[src/rtl/ps2_kbd_ctrl.sv]
// rtl/ps2_kbd_ctrl.sv - PS/2 keyboard controller: scan-code set 2 decoder and LED command sequencer
// Drains the byte core FIFO into key events and runs ED+arg LED commands with ACK/resend/timeout.
module ps2_kbd_ctrl #(
  parameter int TIMEOUT_CYCLES = 2500000,
  parameter int MAX_RETRIES    = 3
) (
  input  logic       clk,
  input  logic       resetn,
  input  logic [7:0] ps2_rdata,
  input  logic       ps2_dr,
  input  logic       ps2_busy,
  output logic       ps2_rstrb,
  output logic [7:0] ps2_wdata,
  output logic       ps2_wstrb,
  output logic       evt_valid,
  input  logic       evt_ready,
  output logic [7:0] evt_code,
  output logic       evt_ext,
  output logic       evt_brk,
  input  logic       led_wr,
  input  logic [2:0] led_state,
  output logic       cmd_busy,
  output logic       cmd_err
);

  localparam int TW = $clog2(TIMEOUT_CYCLES + 1);
  localparam int RW = (MAX_RETRIES > 0) ? $clog2(MAX_RETRIES + 1) : 1;
  localparam logic [TW-1:0] TMO_MAX = TW'(TIMEOUT_CYCLES);
  localparam logic [RW-1:0] MAX_R   = RW'(MAX_RETRIES);

  typedef enum logic [2:0] {
    C_IDLE,
    C_SEND,
    C_XFER,
    C_WAIT_ACK,
    C_DONE
  } cmd_state_e;

  cmd_state_e    state_q, state_d;
  logic [7:0]    arg_q, arg_d;
  logic          byte_sel_q, byte_sel_d;
  logic [RW-1:0] retry_q, retry_d;
  logic [TW-1:0] tmo_q, tmo_d;
  logic [1:0]    guard_q, guard_d;
  logic          err_q, err_d;
  logic [7:0]    wdata_q, wdata_d;
  logic          wstrb_q, wstrb_d;

  logic       pop_q;
  logic [7:0] byte_q;
  logic       ext_q, ext_d;
  logic       brk_q, brk_d;
  logic [2:0] skip_q, skip_d;
  logic       evt_valid_q, evt_valid_d;
  logic [7:0] evt_code_q, evt_code_d;
  logic       evt_ext_q, evt_ext_d;
  logic       evt_brk_q, evt_brk_d;
  logic       kbd_ack, kbd_nak;

  // pop_q doubles as "byte_q holds a fresh byte" and enforces the one-pop-per-two-cycles spacing
  assign ps2_rstrb = resetn & ps2_dr & ~ps2_busy & ~evt_valid_q & ~pop_q;

  always_ff @(posedge clk) begin
    if (!resetn) begin
      pop_q       <= 1'b0;
      byte_q      <= 8'h00;
      ext_q       <= 1'b0;
      brk_q       <= 1'b0;
      skip_q      <= 3'd0;
      evt_valid_q <= 1'b0;
      evt_code_q  <= 8'h00;
      evt_ext_q   <= 1'b0;
      evt_brk_q   <= 1'b0;
    end else begin
      pop_q       <= ps2_rstrb;
      if (ps2_rstrb) byte_q <= ps2_rdata;
      ext_q       <= ext_d;
      brk_q       <= brk_d;
      skip_q      <= skip_d;
      evt_valid_q <= evt_valid_d;
      evt_code_q  <= evt_code_d;
      evt_ext_q   <= evt_ext_d;
      evt_brk_q   <= evt_brk_d;
    end
  end

  always_comb begin
    skip_d      = skip_q;
    ext_d       = ext_q;
    brk_d       = brk_q;
    evt_valid_d = evt_valid_q;
    evt_code_d  = evt_code_q;
    evt_ext_d   = evt_ext_q;
    evt_brk_d   = evt_brk_q;
    kbd_ack     = 1'b0;
    kbd_nak     = 1'b0;
    if (evt_valid_q && evt_ready) evt_valid_d = 1'b0;
    if (pop_q) begin
      if (skip_q != 3'd0) begin
        skip_d = skip_q - 3'd1;
      end else begin
        case (byte_q)
          8'hE1: skip_d = 3'd7;
          8'hE0: ext_d = 1'b1;
          8'hF0: brk_d = 1'b1;
          8'hFA: kbd_ack = (state_q == C_WAIT_ACK);
          8'hFE: kbd_nak = (state_q == C_WAIT_ACK);
          8'hAA, 8'hEE, 8'h00, 8'hFF: begin
            ext_d = 1'b0;
            brk_d = 1'b0;
          end
          default: begin
            evt_valid_d = 1'b1;
            evt_code_d  = byte_q;
            evt_ext_d   = ext_q;
            evt_brk_d   = brk_q;
            ext_d       = 1'b0;
            brk_d       = 1'b0;
          end
        endcase
      end
    end
  end

  always_ff @(posedge clk) begin
    if (!resetn) begin
      state_q    <= C_IDLE;
      arg_q      <= 8'h00;
      byte_sel_q <= 1'b0;
      retry_q    <= '0;
      tmo_q      <= '0;
      guard_q    <= 2'd0;
      err_q      <= 1'b0;
      wdata_q    <= 8'h00;
      wstrb_q    <= 1'b0;
    end else begin
      state_q    <= state_d;
      arg_q      <= arg_d;
      byte_sel_q <= byte_sel_d;
      retry_q    <= retry_d;
      tmo_q      <= tmo_d;
      guard_q    <= guard_d;
      err_q      <= err_d;
      wdata_q    <= wdata_d;
      wstrb_q    <= wstrb_d;
    end
  end

  always_comb begin
    state_d    = state_q;
    arg_d      = arg_q;
    byte_sel_d = byte_sel_q;
    retry_d    = retry_q;
    tmo_d      = tmo_q;
    guard_d    = guard_q;
    err_d      = err_q;
    wdata_d    = wdata_q;
    wstrb_d    = 1'b0;
    case (state_q)
      C_IDLE: begin
        if (led_wr) begin
          arg_d      = {5'b0, led_state};
          byte_sel_d = 1'b0;
          err_d      = 1'b0;
          retry_d    = '0;
          state_d    = C_SEND;
        end
      end
      C_SEND: begin
        if (!ps2_busy) begin
          wdata_d = byte_sel_q ? arg_q : 8'hED;
          wstrb_d = 1'b1;
          guard_d = 2'd2;
          state_d = C_XFER;
        end
      end
      C_XFER: begin
        // core may not raise busy until a cycle or two after the strobe
        if (guard_q != 2'd0) begin
          guard_d = guard_q - 2'd1;
        end else if (!ps2_busy) begin
          tmo_d   = '0;
          state_d = C_WAIT_ACK;
        end
      end
      C_WAIT_ACK: begin
        tmo_d = tmo_q + TW'(1);
        if (kbd_ack) begin
          if (!byte_sel_q) begin
            byte_sel_d = 1'b1;
            retry_d    = '0;
            state_d    = C_SEND;
          end else begin
            state_d = C_DONE;
          end
        end else if (kbd_nak) begin
          if (retry_q < MAX_R) begin
            retry_d = retry_q + RW'(1);
            state_d = C_SEND;
          end else begin
            err_d   = 1'b1;
            state_d = C_DONE;
          end
        end else if (tmo_d == TMO_MAX) begin
          err_d   = 1'b1;
          state_d = C_DONE;
        end
      end
      C_DONE:  state_d = C_IDLE;
      default: state_d = C_IDLE;
    endcase
  end

  assign ps2_wdata = wdata_q;
  assign ps2_wstrb = wstrb_q;
  assign evt_valid = evt_valid_q;
  assign evt_code  = evt_code_q;
  assign evt_ext   = evt_ext_q;
  assign evt_brk   = evt_brk_q;
  assign cmd_busy  = (state_q != C_IDLE);
  assign cmd_err   = err_q;

endmodule

[config.mk]
export PLATFORM = sky130hd
export DESIGN_NAME = ps2_kbd_ctrl
export DESIGN_NICKNAME = d
export VERILOG_FILES = /design/src/rtl/ps2_kbd_ctrl.sv
export SDC_FILE = /design/constraint.sdc
export NUM_CORES = 1
export LEC_CHECK = 0
export CELL_PAD_IN_SITES_DETAIL_PLACEMENT = 1
export CELL_PAD_IN_SITES_GLOBAL_PLACEMENT = 1
export CORE_ASPECT_RATIO = 1.1
export CORE_MARGIN = 2
export CORE_UTILIZATION = 47
export CTS_CLUSTER_SIZE = 14
export DETAILED_ROUTE_END_ITERATION = 10
export DONT_BUFFER_PORTS = 1
export PLACE_DENSITY_LB_ADDON = 0.05
export SYNTH_ARGS = -nofsm -noshare
export SYNTH_HDL_FRONTEND = slang
export SYNTH_SLANG_ARGS = --single-unit
[constraint.sdc]
create_clock -name clk -period 2.5 [get_ports clk]
set_input_delay 0.125 -clock clk [delete_from_list [all_inputs] [get_ports clk]]
set_output_delay 0.125 -clock clk [all_outputs]
set_load 0.05 [all_outputs]
Yosys cells after proc, flatten, opt, wreduce, memory -nomap -nowiden
Index checks and enable logic that the tools add are counted.
{"block": "word_totals", "register_bits": 68, "inputBits": 17, "out_inout_bits": 23}
{"block": "classes", "n_reduce_logical": 26, "n_eq_ne": 25, "order_cmp": 1, "n_bitwise": 11, "n_addsub": 4, "muxes": 46}
{"operator": "$eq 8x8->1 const B", "count": 8}
{"operator": "$mux 22", "count": 2}
{"operator": "$pmux 22 s2", "count": 1}
{"operator": "$mux 3", "count": 11}
{"operator": "$add 22x1->22 const B", "count": 1}
{"operator": "$eq 22x22->1 const B", "count": 1}
{"operator": "$reduce_and 3->1", "count": 6}
{"operator": "$mux 1", "count": 17}
{"operator": "$reduce_and 5->1", "count": 3}
{"operator": "$mux 2", "count": 7}
{"operator": "$ne 2x2->1 const B", "count": 7}
{"operator": "$pmux 3 s4", "count": 1}
{"operator": "$reduce_bool 2->1", "count": 5}
{"operator": "$ne 3x3->1 const B", "count": 3}
{"operator": "$reduce_or 9->1", "count": 1}
{"operator": "$logic_not 8->1", "count": 1}
{"operator": "$mux 8", "count": 1}
{"operator": "$pmux 1 s2", "count": 4}
{"operator": "$pmux 2 s2", "count": 2}
{"operator": "$reduce_and 2->1", "count": 4}
{"operator": "$reduce_or 4->1", "count": 2}
{"operator": "$not 1->1", "count": 7}
{"operator": "$eq 3x2->1 const B", "count": 2}
{"operator": "$ne 3x2->1 const B", "count": 2}
{"operator": "other kinds (10)", "count": 14}

Logic depth before layout (Yosys ltp)
Gate-level depths: netlist of the first run.
{"block": "logic_depth", "word_depth": 7, "depth_mapped": 8, "mapped_depth_nobuf": 8}

Worst setup path after synthesis of the first run
No wires, ideal clock.
{"block": "synth_path", "path_type": "reg2reg", "from": "register evt_valid_q, in the netlist evt_valid", "to": "register byte_q[3]", "setup_ns": 0.156, "setup_slack_ns": 0.390, "stages_incl_launch_ff": 4, "path_buffers": 1, "arrival_time_ns": 1.954, "path_cell_list": "dfxtp_1 > nor4_1 > clkbuf_1 > o21ai_0"}
{"block": "synth_via", "elab_chain_cells": 3}
{"item": "start, declared", "line_no": "54", "rtl": "logic evt_valid_q, evt_valid_d;"}
{"item": "start signal, assigned", "line_no": "80", "rtl": "evt_valid_q <= evt_valid_d;"}
{"item": "$not 1->1", "line_no": "61", "rtl": "assign ps2_rstrb = resetn & ps2_dr & ~ps2_busy & ~evt_valid_q & ~pop_q;"}
{"item": "$and 1x1->1 (2 in a row)", "line_no": "61"}
{"item": "named net ps2_rstrb", "line_no": "12", "rtl": "output logic ps2_rstrb,"}
{"item": "end signal, assigned", "line_no": "76", "rtl": "if (ps2_rstrb) byte_q <= ps2_rdata;"}
{"item": "end, declared", "line_no": "50", "rtl": "logic [7:0] byte_q;"}
The timed path passes the listed nets, and every way through them passes these cells.
A chain may end at the register's enable or synchronous reset.

Worst setup path in the final report of the first run
{"block": "layout_path", "from": "register tmo_q[2]", "to": "register state_q[2]"}
{"block": "layout_via", "elab_chain_cells": 4}
{"item": "start, declared", "line_no": "43", "rtl": "logic [TW-1:0] tmo_q, tmo_d;"}
{"item": "start signal, assigned", "line_no": "141", "rtl": "tmo_q <= tmo_d;"}
{"item": "$add 22x1->22", "line_no": "187", "rtl": "tmo_d = tmo_q + TW'(1);"}
{"item": "$eq 22x22->1", "line_no": "204", "rtl": "end else if (tmo_d == TMO_MAX) begin"}
{"item": "$ne 4x3->1 (no line)"}
{"item": "$reduce_and 5->1 (no line)"}
{"item": "end signal, assigned", "line_no": "137", "rtl": "state_q <= state_d;"}
{"item": "end, declared", "line_no": "39", "rtl": "cmd_state_e state_q, state_d;"}
Every way passes these cells.

==> reports/metrics.yaml, run 1 <==
status:
  status: "finished clean"
synth:
  netlist_top_cells_count: "sky130_fd_sc_hd__dfxtp_1 (64), sky130_fd_sc_hd__nand2_1 (64), sky130_fd_sc_hd__o21ai_0 (37), sky130_fd_sc_hd__nor2_1 (25), sky130_fd_sc_hd__a21oi_1 (20)"
  synth-edff-count: 0
  synth.top_cell.area_share: 0.355
  post_synth.cell_area_avg_sq_um: 8.11
  syn-num-nets: 468
  ys_warn_count: 0
  total_standard_cell_area_after_synthesis_sq_um: 3610
  post-synth-top-area-cell: "sky130_fd_sc_hd__dfxtp_1"
  syn-instance-count: 445
  number_of_synthesized_register_bits: 64
  synth_seq_area_share: 0.355
  synth_flop_cell: "sky130_fd_sc_hd__dfxtp_1"
  yosys-top-cells-area: "sky130_fd_sc_hd__dfxtp_1 (35%), sky130_fd_sc_hd__nand2_1 (6.7%), sky130_fd_sc_hd__o21ai_0 (5.1%)"
  unique_masters_post_synth: 69
  synth-async-reset-ratio: 0
worst_setup_path:
  arrival_ns: 2.56
  critical_path.slowest_cell: "sky130_fd_sc_hd__or4_1"
  cp-end-kind: "register"
  worst-path-max-fanout: 11
  worstSetupPathType: "register to register"
  worst_path_largest_cell_delay_ns: 0.57
  worst_ep_required_time_ns: 2.77
  critical_path.startpoint_type: "register"
  cp_cell_sequence: "nand4_1 > or4_1 > a211oi_2 > o32a_1 > nand4_1 > a211oi_2"
  ff2ff_path_depth: 6
timing:
  min_period_over_period: 0.914
  slew_headroom: 0.588
  setup_violations: 0
  period_minus_slack_ns: 2.28
  timing_worst_slew_pin_value_ns: 0.617
  max_clock_freq_ghz: 0.438
  timing.setup.tns_ns: 0
  worst_clock_skew_ns: 0.0137
  whs_ns: 0.0515
  slew_viol_final: 0
  finalHoldViolCount: 0
  rsz0062_at_grt: "false"
power:
  switching_power_uw: 632
  portion_of_total_power_attributed_to_sequential_cells: 0.463
  power.static_leakage_nw: 1.53
  vdd.ir_drop.worst_v: 0.000388
  switching_share: 0.268
  power_frac_clock: 0.438
  power_mw: 2.36
  power_report.internal_total_mw: 1.72
  power_share_of_the_combinational_group: 0.099
  power_density_nw_per_um2: 578
die:
  die_y_microns: 95.9
  die_width_microns: 87.6
  dieArea_sq_um: 8400
  fp.coreArea_sq_um: 7470
  rows: 33
  pin_count: 40
  floorplan.initialDensity: 0.483
grt:
  globalRouteOverflowTotal: 0
  grt_first_pass_wirelength_microns: 16000
  grt_pass1_vias: 3308
  antenna_found_initial: 0
  grt_start_max_net_pins: 64
  groute.usage.overall: 0.242
clocking:
  cts.sinks: 64
  htree_num_levels: 3
  clkTransAtPathRegs_ns: 0.08
  clock_insertion_delay_worst_skew_ns: 0.35
  ctsLongestPathBuffers: 2
  cts.repair_timing.setup_buffer_count: 0
  cts.root.buffer_cell: "sky130_fd_sc_hd__clkbuf_8"
  cts_inserted_buffers: 9
  cts_tree: "built"
  postCtsResizedCells: 0
detailed_routing:
  avgRoutedWirePerCell_microns: 16.9
  finalWirelength_microns: 9570
  via_count: 3280
  drt_first_iter_violations: 90
  drt_first_pass_iters: 4
  drc_errors: 0
  via_per_inst: 5.78
  ant_nets: 0
finish:
  layout-area-overhead-vs-synth_pct: 12.9
  design.final.nets: 480
  antenna_cells: 0
  layout-drive-gt1-share: 0.104
worst_hold_path:
  hp-class: "input port to register"
  timing.hold.worst_path_depth: 2
placed_design:
  finalWeightedCongestion: 0.816
  dp_hpwl_microns: 6500
  io_buffer_count: 0
run:
  max_cap_viol: 0
worst paths after layout:
| path | slack [ns] | end | start |
|---|---|---|---|
| worst min register to register | 0.46 | evt_ext | ext_q |
| worst max-delay path | 0.22 | state_q[2] | tmo_q[2] |
| worst max register to register | 0.22 | state_q[2] | tmo_q[2] |
| worst min-delay path | 0.05 | byte_sel_q | resetn |
layout make-up:
type / instances / area, sq um
clock buffers: 11 / 141
clock inverters: 5 / 78.8
fillers: 885 / 3400
inverters: 15 / 56.3
multi-input cells: 334 / 2070
flip-flops and latches: 64 / 1280
well taps: 105 / 131
repair buffers: 33 / 315
power groups by stage:
stage          Sequential [mW]  Combinational [mW]  Clock, mW
2_1_floorplan             1.11               0.167          0
3_3_place_gp              1.11               0.185          0
3_5_place_dp              1.11               0.191          0
4_1_cts                   1.09               0.234       1.06
5_1_grt                   1.09               0.257       1.09
6_report                  1.09               0.234       1.03
registers in the layout, summed over array words and instances, names as in the netlist:
signal and count:
brk_q 1, evt_brk 1, evt_ext 1, byte_sel_q 1
guard_q 2, retry_q 2, ps2_wdata 4, arg_q 3
tmo_q 22, ext_q 1, skip_q 3, ps2_wstrb 1
byte_q 8, cmd_err 1, evt_code 8, evt_valid 1
state_q 3, pop_q 1
metal layers:
layer | vias to the layer above | global-route usage | wire length (microns) | part of all wire
li1 | 1620 | - | - | -
met1 | 1606 | 0.285 | 4370 | 0.46
met4 | 0 | 0.0692 | 133 | 0.014
met5 | - | 0 | 0 | 0
met3 | 9 | 0.0669 | 341 | 0.036
met2 | 45 | 0.427 | 4720 | 0.49
critical path: cells and delay by family, from the launching register on:
kind            cells  cell delay (ns)
compound gates      3             0.74
flops               1             0.51
simple gates        3             0.95
layout by cell type, fill, tap and decap left out, types with 3 or more instances in the layout:
master,n
sky130_fd_sc_hd__a21oi_1,20
sky130_fd_sc_hd__o211a_1,5
sky130_fd_sc_hd__nand4_1,6
sky130_fd_sc_hd__inv_1,15
sky130_fd_sc_hd__ha_1,6
sky130_fd_sc_hd__nor3_1,12
sky130_fd_sc_hd__nand3_1,17
sky130_fd_sc_hd__or3_1,5
sky130_fd_sc_hd__nor3b_1,3
sky130_fd_sc_hd__a21boi_0,11
sky130_fd_sc_hd__clkbuf_8,10
sky130_fd_sc_hd__nor4_1,8
sky130_fd_sc_hd__nor2_1,25
sky130_fd_sc_hd__mux2i_1,13
sky130_fd_sc_hd__o21a_1,4
sky130_fd_sc_hd__and2_1,6
sky130_fd_sc_hd__dlygate4sd3_1,19
sky130_fd_sc_hd__and3_1,8
sky130_fd_sc_hd__nand2b_1,5
sky130_fd_sc_hd__nor2b_1,10
sky130_fd_sc_hd__nand2_1,64
sky130_fd_sc_hd__o211ai_1,3
sky130_fd_sc_hd__nand3b_1,3
sky130_fd_sc_hd__and4_1,4
sky130_fd_sc_hd__o21ai_0,37
sky130_fd_sc_hd__o221a_2,3
sky130_fd_sc_hd__buf_4,13
sky130_fd_sc_hd__dfxtp_1,63
sky130_fd_sc_hd__a31oi_1,9
logic make-up (layout without fill, tap and decap cells):
| group | Yosys count | in the layout | share of synthesized area |
|---|---|---|---|
| flops | 64 | 64 | 0.355 |
| buf+inv | 47 | 64 | 0.0735 |
| other cells | 1 | 1 | 0.00104 |
| mux | 13 | 13 | 0.0360 |
| fa+ha+maj | 7 | 7 | 0.0236 |
| simple gates | 193 | 193 | 0.280 |
| xor+xnor | 3 | 3 | 0.00728 |
| compound gates | 117 | 117 | 0.224 |
through the flow:
stage / area, sq um / worst slack, ns / utilization / cells
after global routing: 4080 / 0.0660 / 0.545 / 567
after CTS: 4080 / 0.197 / 0.545 / 567
final: 4080 / 0.216 / 0.545 / 567
after global placement: 3640 / 0.386 / 0.487 / 531
after detailed placement: 3640 / 0.206 / 0.487 / 531
after floorplan: 3610 / 0.390 / - / 445
what timing repair did:
item                                   CTS  global route
hold buffers                            20             0
endpoints found under the hold margin   62             0
setup endpoints to repair                0             0
Note: power is estimated with default switching activity, not from simulation.
==> inputs of run 2 (changes only) <==
Settings changed: REMOVE_ABC_BUFFERS from default to 1.
==> run 2 against run 1 <==
Compared with the run above: power fell by 6.6%; largest cell class unchanged; cell area fell by 2.5%; final cell count fell by 1.4%; sequential cell count did not move; die area did not move; count of clock-buffer cells in the layout fell by 2; critical endpoint is now state_q[0]; maximum frequency rose by 2.6%.
==> reports/metrics.yaml, run 2 (same netlist as run 1, synthesis figures left out) <==
power:
  power_report.internal_total_mw: 1.58
  vdd.ir_drop.worst_v: 0.000328
  power.static_leakage_nw: 1.47
  power_share_of_the_combinational_group: 0.101
  power_density_nw_per_um2: 554
  portion_of_total_power_attributed_to_sequential_cells: 0.496
  power_frac_clock: 0.403
  switching_power_uw: 623
  switching_share: 0.283
  power_mw: 2.20
die:
  fp.coreArea_sq_um: 7470
  rows: 33
  die_width_microns: 87.6
  floorplan.initialDensity: 0.483
  dieArea_sq_um: 8400
  die_y_microns: 95.9
  pin_count: 40
placed_design:
  finalWeightedCongestion: 0.841
  dp_hpwl_microns: 6410
  io_buffer_count: 0
worst_setup_path:
  cp_cell_sequence: "nand4_1 > or4_1 > a211oi_2 > nor2_1 > nor4_1 > a21oi_1"
  worst-path-max-fanout: 10
  critical_path.slowest_cell: "sky130_fd_sc_hd__or4_1"
  critical_path.startpoint_type: "register"
  worst_path_largest_cell_delay_ns: 0.54
  critPathTopFamily: "simple AND/OR/NAND/NOR gates"
  worst-path-buf-inv: 0
  rr_startpoint: "tmo_q[3]"
  worst_ep_required_time_ns: 2.73
  arrival_ns: 2.46
  worstSetupPathType: "register to register"
  cp-end-kind: "register"
  worst_setup_path_startpoint: "tmo_q[3]"
clocking:
  clock_insertion_delay_worst_skew_ns: 0.34
  cts_tree: "built"
  ctsLongestPathBuffers: 2
  cts.sinks: 64
  htree_num_levels: 3
  cts.root.buffer_cell: "sky130_fd_sc_hd__clkbuf_8"
  clkTransAtPathRegs_ns: 0.08
  cts_inserted_buffers: 9
timing:
  setup_violations: 0
  timing.setup.tns_ns: 0
  rsz0062_at_grt: "false"
  period_minus_slack_ns: 2.23
  worst_clock_skew_ns: 0.0114
  timing_worst_slew_pin_value_ns: 0.610
  slew_headroom: 0.593
  max_clock_freq_ghz: 0.449
  min_period_over_period: 0.890
  slew_viol_final: 0
  finalHoldViolCount: 0
grt:
  grt_start_max_net_pins: 64
  globalRouteOverflowTotal: 0
  grt_pass1_vias: 3343
  grt_first_pass_wirelength_microns: 16000
  antenna_found_initial: 0
  groute.usage.overall: 0.240
worst_hold_path:
  holdCritStartpoint: "resetn"
  hp-class: "input port to register"
finish:
  mostFrequentLayoutCell: "sky130_fd_sc_hd__nand2_1"
  design.final.nets: 473
  layout-drive-gt1-share: 0.101
  antenna_cells: 0
  largest_register_ff_count: 22
  layout-area-overhead-vs-synth_pct: 10.1
  max_flop_register: "tmo_q"
  final_cell_mix: "sky130_fd_sc_hd__nand2_1 (64), sky130_fd_sc_hd__dfxtp_1 (63), sky130_fd_sc_hd__o21ai_0 (37)"
detailed_routing:
  drt_first_iter_violations: 83
  drt_first_pass_iters: 6
  avgRoutedWirePerCell_microns: 16.9
  finalWirelength_microns: 9460
  ant_nets: 0
  via_count: 3283
  via_per_inst: 5.87
  drc_errors: 0
status:
  status: "finished clean"
run:
  max_cap_viol: 0
[run 2: final timing paths]
path | endpoint | slack [ns] | cells past startpoint
worst max register to register | state_q[0] | 0.27 | 6
worst min-delay path | byte_sel_q | 0.05 | 2
worst min register to register | ps2_wdata[6] | 0.47 | 2
worst max-delay path | state_q[0] | 0.27 | 6
[run 2: timing repair]
action / 4_1_cts / 5_1_grt
resized for setup: 0 / 0
hold buffers: 15 / 0
buffers inserted: 0 / 0
hold endpoints to repair: 62 / 0
[run 2: final cells by class]
cell class,instances,area [sq um]
Sequential cell,64,1280
Clock inverter,6,61.3
Timing Repair Buffer,26,250
Multi-Input combinational cell,334,2070
Clock buffer,9,124
Fill cell,918,3500
Inverter,15,56.3
Tap cell,105,131
[run 2: power by group through the flow]
| stage | Clock, mW | Sequential [mW] | Combinational [mW] |
|---|---|---|---|
| after floorplan | 0 | 1.13 | 0.124 |
| after global placement | 0 | 1.11 | 0.179 |
| after detailed placement | 0 | 1.12 | 0.184 |
| after CTS | 0.907 | 1.09 | 0.223 |
| after global routing | 0.953 | 1.10 | 0.245 |
| final | 0.886 | 1.09 | 0.223 |
[run 2: through the flow]
stage,worst slack (ns),hold WS [ns],instance area (sq um),std cells,utilization
CTS,0.294,0.0373,3980,559,0.532
global route,0.0522,0.0634,3980,559,0.532
floorplan,-1.02,0.203,3400,413,-
detailed placement,0.310,0.209,3620,529,0.485
finish,0.275,0.0467,3980,559,0.532
global placement,0.404,0.207,3620,529,0.485
[run 2: metal layers]
layer | GRT usage | part of all wire | vias to the layer above
met5 | 0 | 0 | -
met4 | 0.0731 | 0.012 | 0
met3 | 0.0506 | 0.032 | 11
met2 | 0.436 | 0.51 | 55
met1 | 0.282 | 0.45 | 1604
li1 | - | - | 1613
